==> src/rtl/seq_pkg.sv <==
// Shared types and defaults for the channel sequencer slice.
// State encodings, parameter defaults and a counter width helper.
package seq_pkg;

   typedef logic [1:0] state_t;

   localparam state_t ST_IDLE   = 2'd0;
   localparam state_t ST_ACTIVE = 2'd1;
   localparam state_t ST_WARN   = 2'd2;
   localparam state_t ST_DEAD   = 2'd3;

   localparam int DEF_NUM_CH     = 4;
   localparam int DEF_DEAD_TICKS = 2;

   // Bits needed to hold the value n without wrapping.
   function automatic int cnt_width(input int n);
      return (n < 1) ? 1 : $clog2(n + 1);
   endfunction

endpackage

==> src/rtl/channel_sequencer_if.sv <==
// Control and status bundle of the channel sequencer.
// master drives run control and requests; slave is the sequencer.
interface channel_sequencer_if import seq_pkg::*; #(
   parameter int NUM_CH = DEF_NUM_CH,
   parameter int CH_W   = $clog2(NUM_CH)
);

   logic              enable;
   logic              tick;
   logic              switch_i_c;
   logic              skip_req;
   logic              skip_ack;
   logic [NUM_CH-1:0] ch_on;
   logic              warn;
   logic [CH_W-1:0]   active_idx;
   logic              cycle_done;

   modport master (
      output enable, tick, switch_i_c, skip_req,
      input  skip_ack, ch_on, warn, active_idx, cycle_done
   );

   modport slave (
      input  enable, tick, switch_i_c, skip_req,
      output skip_ack, ch_on, warn, active_idx, cycle_done
   );

endinterface

==> src/rtl/edge_detect.sv <==
// One-flop edge detector for a synchronous level input.
// rise/fall are combinational against the previous sample.
module edge_detect (
   input  logic clock,
   input  logic reset,
   input  logic din,
   output logic rise,
   output logic fall
);

   logic q;

   // Remember last clock's level of the input.
   always_ff @(posedge clock or posedge reset) begin
      if (reset) q <= 1'b0;
      else       q <= din;
   end

   assign rise = din & ~q;
   assign fall = ~din & q;

endmodule

==> src/rtl/channel_sequencer.sv <==
// Rotates one active channel on the counter's warning window,
// with an all-off dead time and a req/ack skip request.
module channel_sequencer import seq_pkg::*; #(
   parameter int NUM_CH     = DEF_NUM_CH,
   parameter int DEAD_TICKS = DEF_DEAD_TICKS,
   parameter int CH_W       = $clog2(NUM_CH)
) (
   input  logic               clock,
   input  logic               reset,
   channel_sequencer_if.slave bus
);

   localparam int              DW      = cnt_width(DEAD_TICKS);
   localparam bit              NO_DEAD = (DEAD_TICKS == 0);
   localparam logic [DW-1:0]   LAST    =
      DW'(DEAD_TICKS > 0 ? DEAD_TICKS - 1 : 0);
   localparam logic [CH_W-1:0] IDX_MAX = CH_W'(NUM_CH - 1);

   state_t            state_q, state_d;
   logic [NUM_CH-1:0] ch_on_q, ch_on_d;
   logic              warn_q, warn_d;
   logic [CH_W-1:0]   idx_q, idx_d, idx_nxt;
   logic              ack_q, ack_d;
   logic              cd_q, cd_d;
   logic [DW-1:0]     dead_q, dead_d;
   logic              armed_q, armed_d;

   logic rise, fall;
   logic in_run, accept, dead_exit, enter_dead;

   edge_detect u_sw_edge (
      .clock (clock),
      .reset (reset),
      .din   (bus.switch_i_c),
      .rise  (rise),
      .fall  (fall)
   );

   assign in_run    = (state_q == ST_ACTIVE) || (state_q == ST_WARN);
   assign accept    = bus.enable & bus.skip_req & armed_q & in_run;
   assign dead_exit = (state_q == ST_DEAD) &&
                      (NO_DEAD || (bus.tick && dead_q == LAST));
   assign idx_nxt   = (idx_q == IDX_MAX) ? '0 : idx_q + CH_W'(1);
   assign enter_dead = bus.enable && (state_q != ST_DEAD) &&
                       (state_d == ST_DEAD);

   // State register.
   always_ff @(posedge clock or posedge reset) begin
      if (reset) state_q <= ST_IDLE;
      else       state_q <= state_d;
   end

   // Next state: enable dominates, skip beats window edges.
   always_comb begin
      state_d = state_q;
      if (!bus.enable) begin
         state_d = ST_IDLE;
      end else begin
         unique case (state_q)
            ST_IDLE:   state_d = ST_ACTIVE;
            ST_ACTIVE: begin
               if (accept)    state_d = ST_DEAD;
               else if (rise) state_d = ST_WARN;
               else if (fall) state_d = ST_DEAD;
            end
            ST_WARN: begin
               if (accept || fall) state_d = ST_DEAD;
            end
            ST_DEAD: begin
               if (dead_exit) state_d = ST_ACTIVE;
            end
         endcase
      end
   end

   // Next values of the registered outputs and counters.
   always_comb begin
      ch_on_d = ch_on_q;
      warn_d  = warn_q;
      idx_d   = idx_q;
      dead_d  = dead_q;
      cd_d    = 1'b0;
      ack_d   = accept;
      armed_d = bus.skip_req ? (armed_q & ~accept) : 1'b1;
      if (!bus.enable) begin
         ch_on_d = '0;
         warn_d  = 1'b0;
      end else if (enter_dead) begin
         ch_on_d = '0;
         warn_d  = 1'b0;
         dead_d  = '0;
      end else if (state_q == ST_IDLE) begin
         ch_on_d = NUM_CH'(1) << idx_q;
         warn_d  = 1'b0;
      end else if (state_q == ST_ACTIVE && rise) begin
         warn_d = 1'b1;
      end else if (dead_exit) begin
         idx_d   = idx_nxt;
         ch_on_d = NUM_CH'(1) << idx_nxt;
         cd_d    = (idx_q == IDX_MAX);
      end else if (state_q == ST_DEAD && bus.tick) begin
         dead_d = dead_q + DW'(1);
      end
   end

   // Output and counter registers.
   always_ff @(posedge clock or posedge reset) begin
      if (reset) begin
         ch_on_q <= '0;
         warn_q  <= 1'b0;
         idx_q   <= '0;
         ack_q   <= 1'b0;
         cd_q    <= 1'b0;
         dead_q  <= '0;
         armed_q <= 1'b1;
      end else begin
         ch_on_q <= ch_on_d;
         warn_q  <= warn_d;
         idx_q   <= idx_d;
         ack_q   <= ack_d;
         cd_q    <= cd_d;
         dead_q  <= dead_d;
         armed_q <= armed_d;
      end
   end

   assign bus.ch_on      = ch_on_q;
   assign bus.warn       = warn_q;
   assign bus.active_idx = idx_q;
   assign bus.skip_ack   = ack_q;
   assign bus.cycle_done = cd_q;

endmodule
==> src/flat_wrapper.sv <==
// flat-port wrapper written by rule: the top's interface ports become plain ports
module channel_sequencer_flat import seq_pkg::*;
#(
   parameter int NUM_CH     = DEF_NUM_CH,
   parameter int DEAD_TICKS = DEF_DEAD_TICKS,
   parameter int CH_W       = $clog2(NUM_CH)
)
  (clock, reset, bus_enable, bus_tick, bus_switch_i_c, bus_skip_req, bus_skip_ack, bus_ch_on, bus_warn, bus_active_idx, bus_cycle_done);
  channel_sequencer_if #(.NUM_CH(NUM_CH), .CH_W(CH_W)) bus_i ();
  input  logic clock;
  input  logic reset;
  input wire logic [$bits(bus_i.enable)-1:0] bus_enable;
  input wire logic [$bits(bus_i.tick)-1:0] bus_tick;
  input wire logic [$bits(bus_i.switch_i_c)-1:0] bus_switch_i_c;
  input wire logic [$bits(bus_i.skip_req)-1:0] bus_skip_req;
  output wire logic [$bits(bus_i.skip_ack)-1:0] bus_skip_ack;
  output wire logic [$bits(bus_i.ch_on)-1:0] bus_ch_on;
  output wire logic [$bits(bus_i.warn)-1:0] bus_warn;
  output wire logic [$bits(bus_i.active_idx)-1:0] bus_active_idx;
  output wire logic [$bits(bus_i.cycle_done)-1:0] bus_cycle_done;
  assign bus_i.enable = bus_enable;
  assign bus_i.tick = bus_tick;
  assign bus_i.switch_i_c = bus_switch_i_c;
  assign bus_i.skip_req = bus_skip_req;
  assign bus_skip_ack = bus_i.skip_ack;
  assign bus_ch_on = bus_i.ch_on;
  assign bus_warn = bus_i.warn;
  assign bus_active_idx = bus_i.active_idx;
  assign bus_cycle_done = bus_i.cycle_done;
  channel_sequencer #(.NUM_CH(NUM_CH), .DEAD_TICKS(DEAD_TICKS), .CH_W(CH_W)) u_core (.clock(clock), .reset(reset), .bus(bus_i));
endmodule
==> config.mk <==
export PLATFORM = sky130hd
export DESIGN_NAME = channel_sequencer_flat
export DESIGN_NICKNAME = d
export VERILOG_FILES = /design/src/rtl/seq_pkg.sv /design/src/rtl/channel_sequencer_if.sv /design/src/rtl/edge_detect.sv /design/src/rtl/channel_sequencer.sv /design/src/flat_wrapper.sv
export SDC_FILE = /design/constraint.sdc
export NUM_CORES = 1
export LEC_CHECK = 0
export ABC_CLOCK_PERIOD_IN_PS = 1820
export BUFFER_PORTS_ARGS = -buffer_cell sky130_fd_sc_hd__buf_2
export CORE_MARGIN = 3
export CORE_UTILIZATION = 42
export CTS_BUF_LIST = sky130_fd_sc_hd__clkbuf_8
export DETAILED_ROUTE_END_ITERATION = 6
export GPL_ROUTABILITY_DRIVEN = 0
export HOLD_SLACK_MARGIN = 0.06
export PLACE_DENSITY = 0.71
export SLEW_MARGIN = 20
export SYNTH_ARGS = -nofsm -noshare
export SYNTH_HDL_FRONTEND = slang
export SYNTH_SLANG_ARGS = --single-unit
==> constraint.sdc <==
create_clock -name clock -period 1.82 [get_ports clock]
set_input_delay 0.364 -clock clock [delete_from_list [all_inputs] [get_ports clock]]
set_output_delay 0.364 -clock clock [all_outputs]
set_load 0.1 [all_outputs]
Word level (Yosys, flattened, before mapping)
Cells that the tools add are included.
{"block": "word_totals", "regBits": 15, "inputBits": 6, "out_inout_bits": 9}
{"block": "op_classes", "add_sub_neg": 2, "n_eq_ne": 13, "n_shift": 2, "n_mux": 28, "bitwise_logic": 12, "n_reduce_logical": 13}
{"cell": "$mux 2", "n": 12}
{"cell": "$mux 4", "n": 5}
{"cell": "$mux 1", "n": 10}
{"cell": "$reduce_and 5->1", "n": 2}
{"cell": "$eq 2x2->1 const B", "n": 4}
{"cell": "$ne 4x1->1 const B", "n": 2}
{"cell": "$pmux 2 s4", "n": 1}
{"cell": "$shl 1x2->4 const A", "n": 2}
{"cell": "$and 1x1->1", "n": 6}
{"cell": "$logic_and 1x1->1", "n": 6}
{"cell": "$not 1->1", "n": 6}
{"cell": "$add 2x1->2 const B", "n": 2}
{"cell": "$eq 2x1->1 const B", "n": 2}
{"cell": "$ne 2x1->1 const B", "n": 2}
{"cell": "$ne 2x2->1 const B", "n": 2}
{"cell": "$ne 4x2->1 const B", "n": 1}
{"cell": "$logic_not 2->1", "n": 1}
{"cell": "$logic_or 1x1->1", "n": 2}
{"cell": "$reduce_and 2->1", "n": 1}
{"cell": "$reduce_bool 2->1", "n": 1}

Longest topological paths before layout
{"block": "logic_depth", "word_depth": 11, "ltp_mapped": 7, "mapped_depth_nobuf": 6}

By module
From an unflattened synthesis, not the netlist that was laid out.
{"block": "unflattened", "cells_unflattened": 86, "hier_area_um2": 875.8}
{"module": "channel_sequencer", "n_inst": 1, "cells_per_inst": 82, "area_per_inst_um2": 832.0}
{"module": "edge_detect", "n_inst": 1, "cells_per_inst": 4, "area_per_inst_um2": 43.8}

Worst setup path after synthesis
Ideal clock, no wire load.
{"block": "synth_timing", "path_kind": "register to register", "from": "register u_core.idx_q[1], in the netlist u_core.bus.active_idx[1]", "to": "register u_core.ch_on_q[1], in the netlist u_core.bus.ch_on[1]", "t_arrival_ps": 1928, "required_time_ps": 1743, "setup_slack_ps": -185, "path_stages_with_launch": 5, "n_path_buf": 0, "synth_period_minus_slack_ps": 2005, "path_cell_list": "dfrtp_1 > ha_1 > o41ai_1 > o211ai_1 > a21oi_1"}
{"block": "synth_via", "elab_chain_len": 8, "elab_cells_between_ends": 10, "cone_classes": "add/sub (1); eq/ne (1); shift (2); mux (6)"}
{"item": "from (decl)", "line": "channel_sequencer.sv:22", "source": "logic [CH_W-1:0] idx_q, idx_d, idx_nxt;"}
{"item": "from (signal assigned)", "line": "channel_sequencer.sv:119", "source": "idx_q <= idx_d;"}
{"item": "$add 2x1->2 or $eq 2x2->1 (tied branches)", "line": "channel_sequencer.sv:43", "source": "assign idx_nxt = (idx_q == IDX_MAX) ? '0 : idx_q + CH_W'(1);"}
{"item": "$mux 2 *", "line": "channel_sequencer.sv:43"}
{"item": "net u_core.idx_nxt[1]", "line": "channel_sequencer.sv:22"}
{"item": "$shl 1x2->4 *", "line": "channel_sequencer.sv:99", "source": "ch_on_d = NUM_CH'(1) << idx_nxt;"}
{"item": "$mux 4 *", "line": "channel_sequencer.sv:97", "source": "end else if (dead_exit) begin"}
{"item": "$mux 4 *", "line": "channel_sequencer.sv:95", "source": "end else if (state_q == ST_ACTIVE && rise) begin"}
{"item": "$mux 4 *", "line": "channel_sequencer.sv:92", "source": "end else if (state_q == ST_IDLE) begin"}
{"item": "$mux 4 *", "line": "channel_sequencer.sv:88", "source": "end else if (enter_dead) begin"}
{"item": "$mux 4 *", "line": "channel_sequencer.sv:85", "source": "if (!bus.enable) begin"}
{"item": "to (signal assigned)", "line": "channel_sequencer.sv:117", "source": "ch_on_q <= ch_on_d;"}
{"item": "to (decl)", "line": "channel_sequencer.sv:20", "source": "logic [NUM_CH-1:0] ch_on_q, ch_on_d;"}
Mark *: on every way through the listed nets, which the timed path passes. The rest lies on a longest branch. The select of a mux whose other input is x is not followed.
A chain may end at the register's enable or synchronous reset.

Worst setup path after layout
{"block": "layout_timing", "from": "register u_core.state_q[1]", "to": "register u_core.dead_q[0]"}
{"block": "layout_via", "elab_chain_len": 11, "elab_cells_between_ends": 27, "cone_classes": "eq/ne (8); mux (8); bitwise (1); reduce/logical (10)"}
{"item": "from (decl)", "line": "channel_sequencer.sv:19", "source": "state_t state_q, state_d;"}
{"item": "from (signal assigned)", "line": "channel_sequencer.sv:50", "source": "else state_q <= state_d;"}
{"item": "$eq 2x1->1 or $eq 2x2->1 (tied branches)", "line": "channel_sequencer.sv:39, channel_sequencer.sv:59, channel_sequencer.sv:95"}
{"item": "$logic_or 1x1->1", "line": "channel_sequencer.sv:39", "source": "assign in_run = (state_q == ST_ACTIVE) || (state_q == ST_WARN);"}
{"item": "$and 1x1->1", "line": "channel_sequencer.sv:40", "source": "assign accept = bus.enable & bus.skip_req & armed_q & in_run;"}
{"item": "$logic_or 1x1->1", "line": "channel_sequencer.sv:67", "source": "if (accept || fall) state_d = ST_DEAD;"}
{"item": "$mux 2", "line": "channel_sequencer.sv:67"}
{"item": "$pmux 2 s4", "line": "channel_sequencer.sv:59", "source": "unique case (state_q)"}
{"item": "$mux 2", "line": "channel_sequencer.sv:56", "source": "if (!bus.enable) begin"}
{"item": "$eq 2x2->1", "line": "channel_sequencer.sv:45", "source": "(state_d == ST_DEAD);"}
{"item": "$logic_and 1x1->1", "line": "channel_sequencer.sv:44", "source": "assign enter_dead = bus.enable && (state_q != ST_DEAD) &&"}
{"item": "$ne 2x2->1 (no line), or another cell as far along"}
{"item": "$reduce_and 5->1 (no line)"}
{"item": "to (signal assigned)", "line": "channel_sequencer.sv:114", "source": "dead_q <= '0;"}
{"item": "to (signal assigned)", "line": "channel_sequencer.sv:122", "source": "dead_q <= dead_d;"}
{"item": "to (decl)", "line": "channel_sequencer.sv:25", "source": "logic [DW-1:0] dead_q, dead_d;"}
Several ways; a longest one is shown, not always the timed one.

==> results.toml <==
[outcome]
outcome = "complete, no violations"

[placement]
dp_hpwl_mm = 1.46
placed_cell_area_sq_um = 1060
place_inst = 136
portBuffers = 14

[floorplan]
coreArea_sq_um = 2000
dieArea_sq_um = 2760
initial_utilization_pct = 45.4
io_pins = 15
die_y_microns = 52.5
dieWidth_microns = 52.5
rows = 16

[setup_path]
reg2reg_setup_slack_ns = 0.06
endpoint_kind = "flip-flop"
crit_fanout = 5
timing.rr.end = "u_core.dead_q[0]"
start_kind = "flip-flop"
rr_startpoint = "u_core.state_q[1]"
crit_type = "reg2reg"
rr_worst_depth = 7
crit_arrival_ns = 1.89
crit_required_ns = 1.95

[layout]
post_route_cells_drive_above_1_share_pct = 46.2
fin_cells = 144
fillers = 164
area_delta_synth_final_pct = 31.5
fin_area_sq_um = 1190
diodes = 0
finalNetCount = 130

[drt]
drt_iter0_markers = 24
via_count = 759
viasPerCell = 5.27
wire_per_inst_microns = 14.4
ant_nets = 0
drt-total-wl_mm = 2.07
first_pass_iters = 4
drc = 0

[timing]
slew_viol_final = 0
timing_hold_violations_final = 0
rsz0062_at_grt = "yes"
holdWs_ns = 0.166
worst_slew_pin_slew_ns = 0.582
fin_crit_sh_pct = 96.8
min_period_ns = 1.76
maxSlewHeadroom_pct = 61.1
fmax_ghz = 0.568
setup_viol = 0
skew_ns = 0.00103

[grt]
first_global_vias = 729
grt_pass1_wl_mm = 3.32
antenna_found_initial = 0
grt_overflow_total = 0
grt_max_degree = 16
track_usage_pct = 17.1

[clocking]
cts_inserted_buffers = 3
clockBufferDepth = 2
cts.sink_count = 15
cts_tree = "built"
clkLatencyLatePin_ns = 0.25
holdBufCountCts = 0
cts.clk_slew.worst_paths_ns = 0.06
htreeDepth = 1
cts_root_buf = "clkbuf_8"

[yosys]
synth.cell_area_sq_um = 908
synth-seq-cells = 15
async_flop_share_pct = 100
synth.avg_cell_area_sq_um = 10.2
synth_seq_area_share_pct = 41.5
netlist-cell-type-count = 37
synth_edf_count = 0
syn_inst = 89
synth_warnings = 0
syn_nets = 101
synth-main-ff-cell = "dfrtp_1"

[pwr]
ir_drop_mv = 0.447
powerDensity_nw_per_um2 = 798
p_leak_nw = 0.545

[min_path]
worstHoldPathType = "in2async"

[job]
drv_cap = 0
## cells in the mapped netlist, types with 2 or more instances
library cell / number / area (sq um)
nand2_1: 4 / 15.0
o41ai_1: 2 / 17.5
inv_1: 7 / 26.3
o21ai_0: 5 / 25.0
a21oi_2: 2 / 17.5
ha_1: 6 / 75.1
nor3_1: 2 / 10.0
mux2_2: 2 / 22.5
clkbuf_1: 2 / 7.51
a21oi_1: 6 / 30.0
nand3_1: 2 / 10.0
nor2_1: 9 / 33.8
o211ai_1: 3 / 22.5
dfrtp_1: 14 / 350
## cells in the final DEF (no fill, tap or decap), drive strengths merged, types with 2 or more instances in the layout
cell / Yosys / final
a21oi: 8 / 8
a31oi: 2 / 2
buf: 1 / 27
clkbuf: 2 / 3
dfrtp: 14 / 14
ha: 6 / 6
inv: 7 / 8
mux2: 2 / 2
nand2: 4 / 4
nand3: 2 / 2
nor2: 9 / 9
nor3: 3 / 3
o211ai: 3 / 3
o21ai: 5 / 5
o41ai: 2 / 2
## where the power goes
part	switching (mW)	leakage (nW)	internal (mW)
clock network	0.116	0.0269	0.150
registers	0.0165	0.193	0.360
logic	0.206	0.324	0.106
total	0.339	0.545	0.615
## worst max-delay path, stage by stage (launching register included)
cell and delay (ns):
dfrtp_2 0.44, inv_2 0.06, ha_2 0.18, and3b_2 0.23, buf_6 0.14, nor4_4 0.35, xnor2_1 0.19, a21oi_2 0.05
## sequential cells by signal (all words and copies together) (netlist names)
register	count
u_core.armed_q	1
u_core.bus.warn	1
u_core.bus.ch_on	4
u_core.dead_q	2
u_core.state_q	2
u_core.bus.active_idx	2
u_core.bus.skip_ack	1
u_core.u_sw_edge.q	1
u_core.bus.cycle_done	1
## how the worst max path moves through the flow
stage	start	endpoint	slack (ns)	depth (start not counted)
floorplan	u_core.bus.active_idx[1]	u_core.bus.ch_on[3]	0.13	5
global placement	u_core.state_q[0]	u_core.dead_q[1]	0.04	7
detailed placement	u_core.state_q[0]	u_core.dead_q[1]	-0.04	7
CTS	u_core.state_q[1]	u_core.dead_q[0]	0.009	7
global route	u_core.state_q[1]	u_core.dead_q[0]	-0.02	7
finish	u_core.state_q[1]	u_core.dead_q[0]	0.06	7
## area by class of cell
| cell class | instances | area [sq um] | area share, % |
|---|---|---|---|
| inverter | 7 | 26.3 | 2.20 |
| tap | 27 | 33.8 | 2.83 |
| multi-input combinational | 64 | 538 | 45.0 |
| clock buffer | 3 | 41.3 | 3.46 |
| timing repair buffer | 27 | 171 | 14.3 |
| sequential | 15 | 380 | 31.8 |
| clock inverter | 1 | 3.75 | 0.314 |
## repair_timing
| action | CTS | global route |
|---|---|---|
| setup endpoints to repair | 1 | 9 |
| cloned | 0 | 0 |
| pin swaps | 0 | 7 |
| resized for setup | 1 | 13 |
| buffers inserted | 1 | 3 |
## kinds of logic (layout without fill, tap and decap cells)
kind of cell	Yosys count	count (layout)	synth area share [%]
adder cells (fa/ha/maj)	6	6	8.26
flip-flops	15	15	41.5
multiplexers	2	2	2.48
AO/OA/AOI/OAI	26	26	21.9
buffers and inverters	10	38	4.96
XOR/XNOR	2	2	1.93
AND/OR/NAND/NOR	28	28	19.0
## layer usage
metal | share of wire, % | track usage (%) | wire [microns]
met1 | 44 | 21.5 | 917
met2 | 49 | 25.8 | 1020
met5 | 0 | 0 | 0
met3 | 3.9 | 3.99 | 80
met4 | 2.2 | 11.5 | 46
## metrics by stage
step                worst slack (ns)  setup TNS (ns)  total power, mW  util [%]
finish                        0.0588               0            0.954      59.7
global placement              0.0354               0            0.657      53.1
global route                 -0.0220         -0.0421             1.00      59.7
detailed placement           -0.0370         -0.0370            0.665      53.1
floorplan                      0.132               0            0.591         -
CTS                          0.00920               0            0.937      55.9
No activity file was read; power rests on OpenSTA's default activity.
